===== config.mk =====
export PLATFORM = sky130hd
export DESIGN_NAME = arbiter_4_rr_flat
export DESIGN_NICKNAME = d
export VERILOG_FILES = /design/src/rtl/arbiter_4_rr_if.sv /design/src/rtl/arbiter_4_rr.sv /design/src/flat_wrapper.sv
export SDC_FILE = /design/constraint.sdc
export NUM_CORES = 1
export LEC_CHECK = 0
export ABC_AREA = 1
export BUFFER_PORTS_ARGS = -buffer_cell sky130_fd_sc_hd__buf_4
export CAP_MARGIN = 20
export CORE_AREA = 3 3 66 43
export DETAILED_ROUTE_END_ITERATION = 7
export DIE_AREA = 0 0 69 46
export PLACE_DENSITY = 0.77
export RECOVER_POWER = 50
export SYNTH_ARGS = -nofsm -noshare
export SYNTH_HDL_FRONTEND = slang
export SYNTH_SLANG_ARGS = --single-unit
export TNS_END_PERCENT = 50

===== constraint.sdc =====
create_clock -name clk -period 1.6 [get_ports clk]
set_input_delay 0.16 -clock clk [delete_from_list [all_inputs] [get_ports clk]]
set_output_delay 0.16 -clock clk [all_outputs]
set_load 0.01 [all_outputs]

===== src/rtl/arbiter_4_rr_if.sv =====
// Request/grant bundle shared by the four requesters and the round-robin arbiter.
// The master side drives requests; the slave side (the arbiter) returns the grant.
interface arbiter_4_rr_if;
    logic [3:0] req;
    logic [3:0] gnt;
    logic [1:0] gnt_id;
    logic       gnt_valid;

    modport master (
        output req,
        input  gnt,
        input  gnt_id,
        input  gnt_valid
    );

    modport slave (
        input  req,
        output gnt,
        output gnt_id,
        output gnt_valid
    );
endinterface


===== src/rtl/arbiter_4_rr.sv =====
// Four-requester round-robin arbiter with grant hold and a MAX_HOLD fairness timeout.
// Define ARB_FIXED_PRIORITY_EN to freeze the priority order at 3 > 2 > 1 > 0.
module arbiter_4_rr #(
    parameter int MAX_HOLD = 8
) (
    input  logic         clk,
    input  logic         rst_n,
    arbiter_4_rr_if.slave bus
);

    localparam int HCW = (MAX_HOLD < 1) ? 1 : $clog2(MAX_HOLD + 1);
    localparam logic [HCW-1:0] HOLD_LIMIT = HCW'(MAX_HOLD);
    localparam logic [HCW-1:0] CNT_ONE    = (MAX_HOLD == 0) ? '0 : HCW'(1);

    typedef enum logic {
        IDLE,
        GRANT
    } state_t;

    state_t          state_q, state_d;
    logic [3:0]      gnt_q, gnt_d;
    logic [1:0]      id_q, id_d;
    logic            valid_q, valid_d;
    logic [HCW-1:0]  hold_q, hold_d;
    logic [1:0]      last_q, last_d;

    logic [2:0]      pick;
    logic [3:0]      others;
    logic [1:0]      search_base;
    logic            release_hit;
    logic            timeout_hit;

    // Returns {found, index}; scans base-1, base-2, base-3, base so base is always lowest priority.
    function automatic logic [2:0] rr_pick(input logic [3:0] r, input logic [1:0] base);
        logic       found;
        logic [1:0] idx;
        logic [1:0] win;
        found = 1'b0;
        win   = 2'b00;
        for (int k = 1; k <= 4; k++) begin
            idx = base - 2'(k);
            if (!found && r[idx]) begin
                found = 1'b1;
                win   = idx;
            end
        end
        return {found, win};
    endfunction

    always_ff @(posedge clk) begin
        if (!rst_n) begin
            state_q <= IDLE;
            gnt_q   <= 4'b0000;
            id_q    <= 2'b00;
            valid_q <= 1'b0;
            hold_q  <= '0;
            last_q  <= 2'b00;
        end else begin
            state_q <= state_d;
            gnt_q   <= gnt_d;
            id_q    <= id_d;
            valid_q <= valid_d;
            hold_q  <= hold_d;
            last_q  <= last_d;
        end
    end

    always_comb begin
        state_d     = state_q;
        gnt_d       = gnt_q;
        id_d        = id_q;
        valid_d     = valid_q;
        hold_d      = hold_q;
        last_d      = last_q;
        pick        = 3'b000;
        others      = 4'b0000;
        search_base = last_q;
        release_hit = 1'b0;
        timeout_hit = 1'b0;

        case (state_q)
            IDLE: begin
                pick = rr_pick(bus.req, last_q);
                if (pick[2]) begin
                    state_d = GRANT;
                    gnt_d   = 4'b0001 << pick[1:0];
                    id_d    = pick[1:0];
                    valid_d = 1'b1;
                    hold_d  = CNT_ONE;
                end else begin
                    gnt_d   = 4'b0000;
                    id_d    = 2'b00;
                    valid_d = 1'b0;
                    hold_d  = '0;
                end
            end

            GRANT: begin
                others      = bus.req & ~gnt_q;
                release_hit = !bus.req[id_q];
                timeout_hit = (MAX_HOLD != 0) && (hold_q == HOLD_LIMIT) && (|others);

                if (release_hit || timeout_hit) begin
`ifdef ARB_FIXED_PRIORITY_EN
                    search_base = last_q;
`else
                    last_d      = id_q;
                    search_base = id_q;
`endif
                    pick = rr_pick(others, search_base);
                    if (pick[2]) begin
                        gnt_d   = 4'b0001 << pick[1:0];
                        id_d    = pick[1:0];
                        valid_d = 1'b1;
                        hold_d  = CNT_ONE;
                    end else begin
                        state_d = IDLE;
                        gnt_d   = 4'b0000;
                        id_d    = 2'b00;
                        valid_d = 1'b0;
                        hold_d  = '0;
                    end
                end else if (MAX_HOLD == 0) begin
                    hold_d = '0;
                end else if (hold_q == HOLD_LIMIT) begin
                    // Lone holder at the limit: nobody to hand over to, so restart the window.
                    hold_d = CNT_ONE;
                end else begin
                    hold_d = hold_q + 1'b1;
                end
            end

            default: begin
                state_d = IDLE;
                gnt_d   = 4'b0000;
                id_d    = 2'b00;
                valid_d = 1'b0;
                hold_d  = '0;
            end
        endcase
    end

    assign bus.gnt       = gnt_q;
    assign bus.gnt_id    = id_q;
    assign bus.gnt_valid = valid_q;

    gnt_onehot_a: assert property (@(posedge clk) $onehot0(gnt_q));
    gnt_valid_a:  assert property (@(posedge clk) valid_q == (|gnt_q));
    gnt_id_a:     assert property (@(posedge clk) gnt_q == (valid_q ? (4'b0001 << id_q) : 4'b0000));

endmodule


===== src/flat_wrapper.sv =====
// flat-port wrapper written by rule: the top's interface ports become plain ports
module arbiter_4_rr_flat 
#(
    parameter int MAX_HOLD = 8
)
  (clk, rst_n, bus_req, bus_gnt, bus_gnt_id, bus_gnt_valid);
  arbiter_4_rr_if bus_i ();
  input  logic clk;
  input  logic rst_n;
  input wire logic [$bits(bus_i.req)-1:0] bus_req;
  output wire logic [$bits(bus_i.gnt)-1:0] bus_gnt;
  output wire logic [$bits(bus_i.gnt_id)-1:0] bus_gnt_id;
  output wire logic [$bits(bus_i.gnt_valid)-1:0] bus_gnt_valid;
  assign bus_i.req = bus_req;
  assign bus_gnt = bus_i.gnt;
  assign bus_gnt_id = bus_i.gnt_id;
  assign bus_gnt_valid = bus_i.gnt_valid;
  arbiter_4_rr #(.MAX_HOLD(MAX_HOLD)) u_core (.clk(clk), .rst_n(rst_n), .bus(bus_i));
endmodule

-- Word level (Yosys, flattened, before mapping)
Index checks and enable logic that the tools add are counted.
- shift operators: 2
- bitwise logic cells: 3
- reduce and logical (&&, ||, !) cells: 17
- muxes and demuxes: 68
- $lt $le $gt $ge: 8
- add/sub/neg operators: 7
- eq/ne operators: 2
- operators with widths (operator ; number):
    $mux 1 ; 35
    $mux 2 ; 14
    $lt 2x3->1 const B ; 8
    $mux 4 ; 5
    $bmux 1 s2 ; 9
    $pmux 4 s2 ; 2
    $shl 1x2->4 const A ; 2
    $sub 2x2->2 const B ; 4
    $logic_and 1x1->1 ; 7
    $logic_not 1->1 ; 7
    $add 4x1->4 const B ; 1
    $and 4x4->4 ; 1
    $eq 4x4->1 const B ; 1
    $not 4->4 ; 1
    $pmux 1 s2 ; 2
    $pmux 2 s2 ; 1
    $reduce_or 4->1 ; 1
    $sub 2x1->2 const B ; 2
    $ne 2x2->1 const B ; 1
    $reduce_and 2->1 ; 1
    $logic_or 1x1->1 ; 1
    $not 1->1 ; 1
- flip-flop bits (word level): 14
- output and inout port bits: 7
- input port bits: 6
- word-level logic and storage cells: 113

-- Longest topological paths before layout
Gate-level depths: netlist of run 1.
- depth in word-level cells: 26
- mapped depth: 16
- mapped depth without buffers: 15

-- Worst setup path before layout of run 1
Ideal clock, no wire load.
- path type: reg-to-reg
- start point: reg u_core.id_q[0], in the netlist u_core.bus.gnt_id[0]
- end point: reg u_core.id_q[0], in the netlist u_core.bus.gnt_id[0]
- required time: 1491 ps
- arrival: 1341 ps
- slack: 150 ps
- path buffers: 0
- cell stages (with the launch flop): 10
- library setup time: 109 ps
- period minus slack after synthesis: 1450 ps
- cells stage by stage: dfxtp_1 -> inv_2 -> nand3_1 -> nand4_2 -> nand3_1 -> inv_1 -> a21oi_1 -> nand2_1 -> nand2_1 -> inv_1
- word-level cells in the longest chain between the ends: 24
- elaborated cells on any way between the ends: 43
- those cells by class: add/sub (3); eq/ne (1); mux (31); reduce/logical (8)
- ends and longest elaborated chain (what ; RTL line ; RTL):
    start: declaration ; arbiter_4_rr.sv:22 ; logic [1:0] id_q, id_d;
    start signal: assignment ; arbiter_4_rr.sv:61 ; id_q <= id_d;
    $sub 2x1->2 ; arbiter_4_rr.sv:41 ; idx = base - 2'(k);
    $bmux 1 s2 ; arbiter_4_rr.sv:42 ; if (!found && r[idx]) begin
    $mux 1 (not written as such) ; arbiter_4_rr.sv:42 ;
    $mux 1 ; arbiter_4_rr.sv:42 ;
    $mux 1 ; arbiter_4_rr.sv:103 ; if (release_hit || timeout_hit) begin
    $mux 1 ; arbiter_4_rr.sv:81 ; case (state_q)
    $logic_not 1->1 ; arbiter_4_rr.sv:42 ;
    $logic_and 1x1->1 ; arbiter_4_rr.sv:42 ;
    [... 8 more ...] ; n/a ;
    $logic_not 1->1 ; arbiter_4_rr.sv:42 ;
    $logic_and 1x1->1 ; arbiter_4_rr.sv:42 ;
    $mux 2 / $mux 1 (equally long branches) ; arbiter_4_rr.sv:42 ;
    $mux 2 / $mux 1 (equally long branches) ; arbiter_4_rr.sv:103 ;
    $mux 2 / $mux 1 (equally long branches) ; arbiter_4_rr.sv:81 ;
    $mux 2 ; arbiter_4_rr.sv:111 ; if (pick[2]) begin
    $mux 2 ; arbiter_4_rr.sv:103 ;
    $pmux 2 s2 ; arbiter_4_rr.sv:81 ;
Several ways; a longest one is shown, not always the timed one. The select of a mux whose other input is x is not followed.
A chain may end at the register's enable or synchronous reset.

-- Worst setup path in the final report of run 1
- start point: reg u_core.last_q[0]
- end point: reg u_core.gnt_q[3], in the netlist u_core.bus.gnt[3]
- word-level cells in the longest chain between the ends: 20
- elaborated cells on any way between the ends: 33
- those cells by class: add/sub (3); shift (1); mux (23); reduce/logical (6)
- ends and longest elaborated chain (what ; RTL line ; RTL):
    start: declaration ; arbiter_4_rr.sv:25 ; logic [1:0] last_q, last_d;
    start signal: assignment ; arbiter_4_rr.sv:64 ; last_q <= last_d;
    $sub 2x1->2 ; arbiter_4_rr.sv:41 ;
    $bmux 1 s2 ; arbiter_4_rr.sv:42 ;
    $mux 1 (not written as such) ; arbiter_4_rr.sv:42 ;
    $mux 1 ; arbiter_4_rr.sv:42 ;
    $mux 1 ; arbiter_4_rr.sv:81 ;
    $logic_not 1->1 ; arbiter_4_rr.sv:42 ;
    $logic_and 1x1->1 ; arbiter_4_rr.sv:42 ;
    $mux 1 ; arbiter_4_rr.sv:42 ;
    [... 4 more ...] ; n/a ;
    $mux 1 ; arbiter_4_rr.sv:81 ;
    $logic_not 1->1 ; arbiter_4_rr.sv:42 ;
    $logic_and 1x1->1 ; arbiter_4_rr.sv:42 ;
    $mux 2 ; arbiter_4_rr.sv:42 ;
    $mux 2 ; arbiter_4_rr.sv:81 ;
    $shl 1x2->4 ; arbiter_4_rr.sv:86 ; gnt_d = 4'b0001 << pick[1:0];
    $mux 4 (*) ; arbiter_4_rr.sv:84 ; if (pick[2]) begin
    $pmux 4 s2 (*) ; arbiter_4_rr.sv:81 ;
    end signal: assignment ; arbiter_4_rr.sv:60 ; gnt_q <= gnt_d;
    end: declaration ; arbiter_4_rr.sv:21 ; logic [3:0] gnt_q, gnt_d;
Mark *: on every way between the ends. The rest lies on a longest branch, timed or not. The select of a mux whose other input is x is not followed.

==> results of run 1 <==
[state kept, by name, summed over array words and instances, names as in the netlist]
| name | cells |
|---|---|
| u_core.hold_q | 4 |
| u_core.bus.gnt_valid | 1 |
| u_core.last_q | 2 |
| u_core.bus.gnt_id | 2 |
| u_core.state_q | 1 |
| u_core.bus.gnt | 4 |
[kinds of logic (layout without fill, tap and decap cells)]
kind of cell / after synthesis / count (layout) / synth area share
AOI/OAI and AO/OA: 13 / 13 / 0.0609
and+or+nand+nor: 163 / 163 / 0.560
adders and majority gates: 2 / 2 / 0.0190
DFF: 14 / 14 / 0.213
xor gates and xnor gates: 2 / 2 / 0.0133
buffers and inverters: 40 / 70 / 0.133
[cells in the mapped netlist]
cell type | number | area [µm²]
nor2_4 | 2 | 22.5
xnor2_1 | 1 | 8.76
nor2_2 | 2 | 12.5
nand4_2 | 1 | 12.5
buf_2 | 2 | 10.0
a21oi_1 | 3 | 15.0
o21ai_0 | 5 | 25.0
dfxtp_1 | 14 | 280
nor2_1 | 19 | 71.3
a21oi_2 | 1 | 8.76
a21boi_2 | 1 | 11.3
xor2_1 | 1 | 8.76
nand2_1 | 83 | 312
nand4_1 | 3 | 18.8
o21a_1 | 1 | 7.51
inv_1 | 31 | 116
nand2_2 | 15 | 93.8
nor3_1 | 1 | 5.00
buf_6 | 2 | 22.5
nand3b_1 | 1 | 7.51
ha_1 | 2 | 25.0
inv_8 | 1 | 11.3
inv_2 | 4 | 15.0
nand3_1 | 36 | 180
a31oi_1 | 2 | 12.5
[repair_timing]
item                       in CTS  in global routing
hold buffers                    0                  0
pin swaps                       0                  9
hold endpoints to repair        0                  0
cloned                          0                  1
resized for setup               1                 27
setup endpoints to repair       5                 11
buffers inserted                0                  2
[tightest hold or removal path: stages]
cell and delay (ns):
buf_4 0.14, nand2_1 0.06, inv_1 0.04
[cell type report]
cell class	instances	area (µm²)
Multi-Input combinational cell	180	937
Clock buffer	4	55.1
Sequential cell	14	285
Timing Repair Buffer	30	236
Inverter	36	143
Fill cell	188	518
Tap cell	30	37.5
[per-stage QoR]
stage,area (µm²),hold WS (ns)
detailed placement,1530,0.425
finish,1690,0.178
global placement,1530,0.425
global route,1690,0.206
CTS,1590,0.169
floorplan,1310,0.416
[power breakdown]
group          switching [mW]  leakage [nW]  internal [mW]  total [mW]
Clock                   0.134        0.0288          0.218       0.352
Sequential             0.0991         0.116          0.462       0.561
Combinational            1.55         0.768          0.922        2.47
[routing by layer]
layer | global-route usage | share of wire | vias up
li1 | - | - | 789
met1 | 0.347 | 0.44 | 668
met2 | 0.324 | 0.42 | 123
met3 | 0.0551 | 0.12 | 16
met4 | 0.0272 | 0.023 | 0
met5 | 0 | 0 | -
[worst min path at each step]
stage	slack (ns)	startpoint	endpoint
floorplan	0.42	rst_n	u_core.bus.gnt_id[0]
detailed placement	0.43	rst_n	u_core.bus.gnt[1]
finish	0.18	rst_n	u_core.bus.gnt_id[0]
global route	0.21	rst_n	u_core.bus.gnt_id[0]
CTS	0.17	rst_n	u_core.bus.gnt_id[0]
global placement	0.43	rst_n	u_core.bus.gnt[1]
==> flow_summary_export.csv, run 1 <==
group,metric,value,unit
pwr,powerDensity,2000,nW/µm²
min_path,hp-class,"primary input to register",
min_path,whs_path_depth,3,
pwr,p_leak,0.913,nW
layout,final-instance-count-excl-fill,294,
timing,fmax,584,MHz
cts,cts_tree,"built",
critical_path,endpoint,"u_core.bus.gnt[3]",
critical_path,cp_cell_sequence,"buf_12 > inv_8 > nand2_2 > nand2_2 > nand2_1 > nand2_2 > inv_1 > nand2_2 > nand2_1 > nand2_1 > nand2_2 > nor2_4 > nand2_1 > nand2_1 > nor2_1 > nor2_1",
cts,htree_levels,1,
critical_path,crit_path_start_kind,"register",
detailed_routing,finalWirelength,4150,µm
critical_path,cp_slowest_stage_delay,0.37,ns
detailed_routing,viasPerCell,5.43,
timing,relSlewSlack,0.867,
critical_path,reg2reg_slack,-0.11,ns
critical_path,crit_start,"u_core.last_q[0]",
grt,grt_overflow_total,0,
critical_path,critPathTopFamily,"simple AND/OR/NAND/NOR gates",
critical_path,worstPathMaxFanout,10,
timing,finClkSkew,0.00362,ns
floorplanning,die_w,69,µm
logic_synthesis,synthCells,234,
layout,fin_util,0.766,
floorplanning,initial_core_util,0.594,
logic_synthesis,netlist_area,1310,µm²
critical_path,cp.depth,16,
grt,antenna_found_initial,0,
status,failed_checks,"negative setup slack",
detailed_routing,drt_pass1_iterations,5,
pwr,power.total,3.38,mW
detailed_routing,drc,0,
critical_path,crit_arrival,1.90,ns
grt,track_usage,0.227,
floorplanning,die-area,3170,µm²
cts,insertion_delay,0.25,ns
logic_synthesis,syn_avg_cell_area,5.61,µm²
timing,worst_pin_slew,0.199,ns
critical_path,cp-end-kind,"register",
cts,clk_pin_slew,0.06,ns
floorplanning,coreArea,2210,µm²
critical_path,critPathBufInv,3,
timing,slew_violations,0,
timing,hold_viol,0,
detailed_routing,antenna_left,0,
cts,cts_root_buf,"clkbuf_8",
detailed_routing,wire_per_inst,14.1,µm
critical_path,r2r_cells,16,
cts,clock-sinks,14,
critical_path,reg2reg_to,"u_core.bus.gnt[3]",
logic_synthesis,yosysUniqueCellTypes,25,
timing,period_share,1.07,
logic_synthesis,ys_seq_area_frac,0.213,
layout,layout_common_cells,"nand2_1, inv_1, nand3_1",
logic_synthesis,yosysWarnings,0,
detailed_routing,drt_iter0_drc,190,
place,io_buffers,12,
layout,n_antenna_cell,0,
timing,setup_ws,-0.112,ns
place,dp_cells,287,
place,dp_hpwl,2720,µm
place,place_ws,-0.0294,ns
logic_synthesis,synth-seq-cells,14,
detailed_routing,vias,1596,
critical_path,reg2reg_from,"u_core.last_q[0]",
status,status,"complete, but fails checks",
timing,setup_tns,-0.501,ns
layout,fin_nets,273,
pwr,ir_drop,1.28,mV
critical_path,cpMaxStageDelayCell,"dfxtp_4",
grt,grt_pass1_vias,1231,
grt,grt_pass1_wl,5650,µm
floorplanning,rows,13,
logic_synthesis,synth_nets,242,
timing,setup_viol,7,
floorplanning,pin_count,13,
timing,rsz0062_at_grt,"yes",
place,gp_congestion,0.914,
timing,fin_crit,1.71,ns
critical_path,crit_type,"register to register",
flow_run,drv_cap,0,
layout,final_common_cell,"nand2_1",
layout,layout-drive-gt1-share,0.295,
grt,grt_max_degree,13,
cts,cts_buffers,3,
layout,syn_to_final_growth,29.0,%
critical_path,crit_required,1.79,ns
floorplanning,fp.dieH,46,µm
cts,clk_path_buf_depth,2,
(Power assumes the default switching activity.)
==> inputs of run 2 (changes only) <==
--- a/config.mk
+++ b/config.mk
@@ -5,13 +5,13 @@
 export SDC_FILE = /design/constraint.sdc
 export NUM_CORES = 1
 export LEC_CHECK = 0
-export ABC_AREA = 1
+export ABC_AREA = 0
 export BUFFER_PORTS_ARGS = -buffer_cell sky130_fd_sc_hd__buf_4
 export CAP_MARGIN = 20
-export CORE_AREA = 3 3 66 43
+export CORE_AREA = 3 3 46 48
 export DETAILED_ROUTE_END_ITERATION = 7
-export DIE_AREA = 0 0 69 46
-export PLACE_DENSITY = 0.77
+export DIE_AREA = 0 0 49 51
+export PLACE_DENSITY = 0.73
 export RECOVER_POWER = 50
 export SYNTH_ARGS = -nofsm -noshare
 export SYNTH_HDL_FRONTEND = slang
==> constraint.sdc (replaced) <==
create_clock -name clk -period 1.8 [get_ports clk]
set_input_delay 0.18 -clock clk [delete_from_list [all_inputs] [get_ports clk]]
set_output_delay 0.18 -clock clk [all_outputs]
set_load 0.01 [all_outputs]
==> run 2 against run 1 <==
The flow now finishes without violations. Fmax about the same. Clock power down 35%. Global-route usage down 2.8 points. Core utilization down 14 points. Sequential cell count unchanged. Register-to-register slack better by 0.20 ns. Sequential share of layout area up 8.8 points. First-iteration DRC count down 89%. Synthesized cell count down 54%. Sequential power down 34%. Largest power group is now sequential cells.
==> flow_summary_export.csv, run 2 <==
group,metric,value,unit
timing,relSlewSlack,0.524,
floorplanning,die_w,49,µm
detailed_routing,drc,0,
critical_path,crit_path_start_kind,"register",
pwr,seqPwrFrac,0.395,
logic_synthesis,synth-compound-area-share,0.275,
place,place_ws,0.0893,ns
logic_synthesis,synth_simple_gate_area_frac,0.231,
place,dp_hpwl,1810,µm
detailed_routing,wl_met2,1070,µm
critical_path,crit_required,1.99,ns
place,gp_congestion,0.940,
layout,ff_latch_area,280,µm²
pwr,intPower,615,µW
cts,cts_tree,"built",
floorplanning,rows,15,
logic_synthesis,synthXorXnorAreaFrac,0.0188,
critical_path,crit_type,"register to register",
detailed_routing,wire_per_inst,15.9,µm
floorplanning,pin_count,13,
detailed_routing,drt_pass1_iterations,5,
timing,setup_ws,0.0876,ns
pwr,p_sw,320,µW
logic_synthesis,ys_top_cells_by_area,"dfxtp_1, mux2i_1, nor2_1, nand2b_1, a221oi_4",
cts,htree_levels,1,
layout,final_common_cell,"dfxtp_1",
logic_synthesis,ys.flop_type,"dfxtp_1",
floorplanning,coreArea,1750,µm²
layout,syn_to_final_growth,17.2,%
logic_synthesis,synth-seq-cells,14,
pwr,powerDensity,855,nW/µm²
detailed_routing,vias,896,
grt,grt_max_degree,11,
cts,clock-sinks,14,
timing,slew_violations,0,
timing,worst_pin_slew,0.714,ns
critical_path,reg2reg_slack,0.09,ns
min_path,hp-class,"primary input to register",
status,status,"finished, final reports clean",
logic_synthesis,synthCells,107,
critical_path,cp-end-kind,"register",
flow_run,drv_cap,0,
layout,n_antenna_cell,0,
logic_synthesis,synth_fa_ha_area_frac,0.0268,
detailed_routing,drt_iter0_drc,20,
pwr,ir_drop,0.565,mV
logic_synthesis,yosys.area.top_type,"dfxtp_1",
grt,track_usage,0.198,
detailed_routing,wl_met3,158,µm
grt,grt_pass1_wl,3740,µm
cts,hold_buffers,0,
layout,multi_input_area,611,µm²
detailed_routing,routed.top_layer,"met4",
detailed_routing,antenna_left,0,
grt,antenna_found_initial,0,
critical_path,crit_arrival,1.90,ns
place,dp_cells,144,
timing,period_share,0.951,
logic_synthesis,ys_seq_area_frac,0.300,
grt,grt_overflow_total,0,
layout,fin_area,1090,µm²
layout,layout-drive-gt1-share,0.236,
cts,insertion_delay,0.29,ns
cts,cts_resized,0,
detailed_routing,finalWirelength,2350,µm
grt,grt_pass1_vias,794,
timing,fin_crit,1.71,ns
layout,final-instance-count-excl-fill,148,
logic_synthesis,yosysUniqueCellTypes,40,
floorplanning,die-area,2500,µm²
place,io_buffers,12,
logic_synthesis,synthTopCellsByCount,"dfxtp_1, nor2_1, inv_1",
logic_synthesis,netlist_area,933,µm²
floorplanning,initial_core_util,0.535,
timing,whs,0.188,ns
logic_synthesis,muxShareOfSynthArea,0.0898,
pwr,pwr-share-comb,0.358,
logic_synthesis,async_flop_share,0,
floorplanning,fp.dieH,51,µm
logic_synthesis,synthMostInstantiatedCell,"dfxtp_1",
timing,hold_viol,0,
timing,fmax,584,MHz
layout,fill_cells,163,
min_path,whs_path_depth,3,
pwr,clockPowerShare,0.246,
critical_path,r2r_cells,7,
timing,setup_viol,0,
cts,clk_path_buf_depth,2,
cts,cts_root_buf,"clkbuf_4",
pwr,p_leak,0.434,nW
layout,layout_common_cells,"dfxtp_1, nor2_1, buf_4",
layout,fin_nets,132,
detailed_routing,viasPerCell,6.05,
critical_path,worstPathMaxFanout,4,
logic_synthesis,synth_top_family_by_area,"compound AO/OA/AOI/OAI gates",
pwr,p_sw_frac,0.342,
cts,clk_pin_slew,0.09,ns
logic_synthesis,syn_avg_cell_area,8.72,µm²
detailed_routing,wl_met1,1050,µm
logic_synthesis,synth_edf_count,0,
logic_synthesis,synth_top_cell_area_share,0.300,
place,placed_area,1060,µm²
logic_synthesis,synth_nets,115,
timing,rsz0062_at_grt,"yes",
cts,cts_buffers,3,
logic_synthesis,yosysWarnings,0,
cts,cts_setup_buffers,0,
timing,finClkSkew,0.00423,ns
==> run 2: cell types whose count changed in the layout (fill, tap and decap cells not counted), sizes merged, moves of 4 or more <==
cell	before	now
nand2	98	5
nand3	36	3
inv	36	7
buf	24	12
nor2	23	13
mux2i	0	5
nand2b	0	5
nand4	4	0
==> run 2: metal layers <==
metal	up-vias	track usage
met5	-	0
met2	43	0.319
met4	0	0.0806
met3	9	0.0466
met1	416	0.255
li1	428	-
==> run 2: cell type report <==
cell class / count / area share
Clock buffer: 4 / 0.0332
Inverter: 7 / 0.0240
Multi-Input combinational cell: 81 / 0.558
Sequential cell: 14 / 0.256
Tap cell: 25 / 0.0286
Timing Repair Buffer: 17 / 0.0995
==> run 2: final timing paths <==
check | start | to
worst max-delay path | u_core.hold_q[0] | u_core.bus.gnt_id[0]
worst min-delay path | rst_n | u_core.state_q
worst max register to register | u_core.hold_q[0] | u_core.bus.gnt_id[0]
worst min register to register | u_core.bus.gnt_valid | u_core.bus.gnt_valid
==> run 2: power by group through the flow <==
stage / Combinational, mW / Clock [mW] / Sequential, mW
4_1_cts: 0.336 / 0.231 / 0.370
3_3_place_gp: 0.323 / 0 / 0.375
3_5_place_dp: 0.335 / 0 / 0.377
5_1_grt: 0.361 / 0.246 / 0.375
6_report: 0.335 / 0.230 / 0.370
2_1_floorplan: 0.225 / 0 / 0.378
==> run 2: worst max-delay path: stages (launching register included) <==
cell     delay, ns
dfxtp_1       0.33
inv_1         0.09
ha_1          0.16
nand2_1       0.06
or2_2         0.32
o21a_4        0.25
a22o_1        0.23
o21a_1        0.17
==> run 2: kinds of logic after synthesis <==
| family | Yosys count |
|---|---|
| AOI/OAI and AO/OA | 30 |
| xor gates and xnor gates | 2 |
| adders and majority gates | 2 |
| buffers and inverters | 12 |
| DFF | 14 |
| muxes | 7 |
| and+or+nand+nor | 40 |
==> run 2: metrics by stage <==
stage,TNS (ns),utilization,power [mW]
floorplan,0,-,0.602
global placement,0,0.609,0.698
detailed placement,0,0.609,0.712
CTS,0,0.630,0.937
global route,-0.00796,0.627,0.981
finish,0,0.627,0.935
==> inputs of run 3 (changes only) <==
--- a/config.mk
+++ b/config.mk
@@ -8,9 +8,9 @@
 export ABC_AREA = 0
 export BUFFER_PORTS_ARGS = -buffer_cell sky130_fd_sc_hd__buf_4
 export CAP_MARGIN = 20
-export CORE_AREA = 3 3 46 48
+export CORE_AREA = 2 2 45 47
 export DETAILED_ROUTE_END_ITERATION = 7
-export DIE_AREA = 0 0 49 51
+export DIE_AREA = 0 0 47 49
 export PLACE_DENSITY = 0.73
 export RECOVER_POWER = 50
 export SYNTH_ARGS = -nofsm -noshare
==> run 3 against run 2 <==
Wire length down 8.5%. Sequential cell count unchanged. Clock power shrank 22%. Count of clock-buffer cells in the layout shrank 1. Critical endpoint unchanged.
==> flow_summary_export.csv, run 3 (synthesis results as in run 2) <==
group,metric,value,unit
detailed_routing,wire_per_inst,14.6,µm
detailed_routing,viasPerCell,5.80,
layout,n_antenna_cell,0,
critical_path,critPathTopFamily,"multiplexers",
grt,track_usage,0.223,
floorplanning,die_w,47,µm
timing,worst_pin_slew,0.741,ns
cts,clk_path_buf_depth,2,
place,place_ws,0.107,ns
pwr,powerDensity,816,nW/µm²
cts,clk_pin_slew,0.08,ns
detailed_routing,finalWirelength,2160,µm
cts,hold_buffers,0,
critical_path,crit_type,"register to register",
floorplanning,coreArea,1840,µm²
timing,period_share,0.936,
timing,relSlewSlack,0.506,
cts,htree_levels,1,
grt,grt_overflow_total,0,
timing,finClkSkew,0.000605,ns
timing,setup_tns,0,ns
detailed_routing,antenna_left,0,
floorplanning,initial_core_util,0.507,
layout,fin_nets,131,
floorplanning,pin_count,13,
layout,fill_cells,190,
cts,cts_root_buf,"clkbuf_4",
detailed_routing,drc,0,
detailed_routing,drt_iter0_drc,24,
grt,grt_max_degree,11,
min_path,hold_start,"rst_n",
place,dp_cells,145,
cts,cts_tree,"built",
critical_path,reg2reg_from,"u_core.bus.gnt_id[0]",
detailed_routing,vias,859,
timing,fmax,594,MHz
timing,slew_violations,0,
detailed_routing,drt_pass1_iterations,4,
place,io_buffers,12,
timing,rsz0062_at_grt,"no",
grt,grt_pass1_vias,853,
critical_path,crit_path_start_kind,"register",
cts,clock-sinks,14,
timing,fin_crit,1.68,ns
critical_path,crit_required,1.98,ns
status,status,"finished, final reports clean",
pwr,ir_drop,0.474,mV
layout,syn_to_final_growth,14.7,%
timing,setup_viol,0,
critical_path,critPathBufInv,0,
place,dp_hpwl,1660,µm
floorplanning,rows,16,
timing,whs,0.203,ns
critical_path,cp-end-kind,"register",
critical_path,cpMaxStageDelayCell,"mux4_2",
pwr,p_leak,0.421,nW
critical_path,cp_slowest_stage_delay,0.52,ns
critical_path,worstPathMaxFanout,4,
place,placed_area,1060,µm²
cts,insertion_delay,0.28,ns
grt,grt_pass1_wl,3740,µm
layout,final-instance-count-excl-fill,148,
floorplanning,die-area,2300,µm²
critical_path,cp_cell_sequence,"mux4_2 > and2_4 > o21a_4 > a22o_1 > o21a_1",
floorplanning,fp.dieH,49,µm
timing,hold_viol,0,
pwr,power.total,874,µW
place,gp_congestion,0.888,
cts,cts_buffers,3,
min_path,hp-class,"primary input to register",
timing,setup_ws,0.116,ns
grt,antenna_found_initial,0,
layout,layout_common_cells,"dfxtp_1, nor2_1, buf_4",
layout,layout-drive-gt1-share,0.215,
critical_path,crit_start,"u_core.bus.gnt_id[0]",
layout,final_common_cell,"dfxtp_1",
flow_run,drv_cap,0,
layout,fin_util,0.582,
layout,fin_area,1070,µm²
critical_path,crit_arrival,1.86,ns
==> run 3: changes by cell type in the layout (fill, tap and decap cells not counted), sizes merged <==
cell and delta:
buf -1, clkbuf -1
==> run 3: final cells by class <==
cell class | count | area [µm²] | share of cell area
Inverter | 7 | 26.3 | 0.0245
Tap cell | 27 | 33.8 | 0.0315
Multi-Input combinational cell | 81 | 607 | 0.567
Timing Repair Buffer | 16 | 101 | 0.0946
Clock buffer | 3 | 22.5 | 0.0210
Sequential cell | 14 | 280 | 0.262
==> run 3: path summary, 6_finish.rpt <==
kind / slack (ns) / cells past startpoint / end
setup / recovery: 0.12 / 5 / u_core.bus.gnt_id[0]
hold / removal: 0.20 / 2 / u_core.bus.gnt[3]
setup reg to reg: 0.12 / 5 / u_core.bus.gnt_id[0]
hold reg to reg: 0.54 / 2 / u_core.hold_q[3]
==> run 3: layer usage <==
| metal | GRT usage | wire length, µm |
|---|---|---|
| met2 | 0.368 | 1130 |
| met3 | 0.0370 | 101 |
| met5 | 0 | 0 |
| met1 | 0.275 | 887 |
| met4 | 0.0926 | 30 |
==> run 3: where the power goes <==
part	total (mW)	switching, mW	leakage (nW)	internal (mW)
logic	0.321	0.172	0.292	0.149
registers	0.374	0.0326	0.115	0.342
clock network	0.179	0.101	0.0138	0.0776
total	0.874	0.306	0.421	0.568
==> run 3: what timing repair did <==
| item | in CTS | in global routing |
|---|---|---|
| setup buffers | 0 | 0 |
| gates resized for setup | 0 | 1 |
| endpoints found under the setup margin | 0 | 1 |
| endpoints found under the hold margin | 0 | 0 |
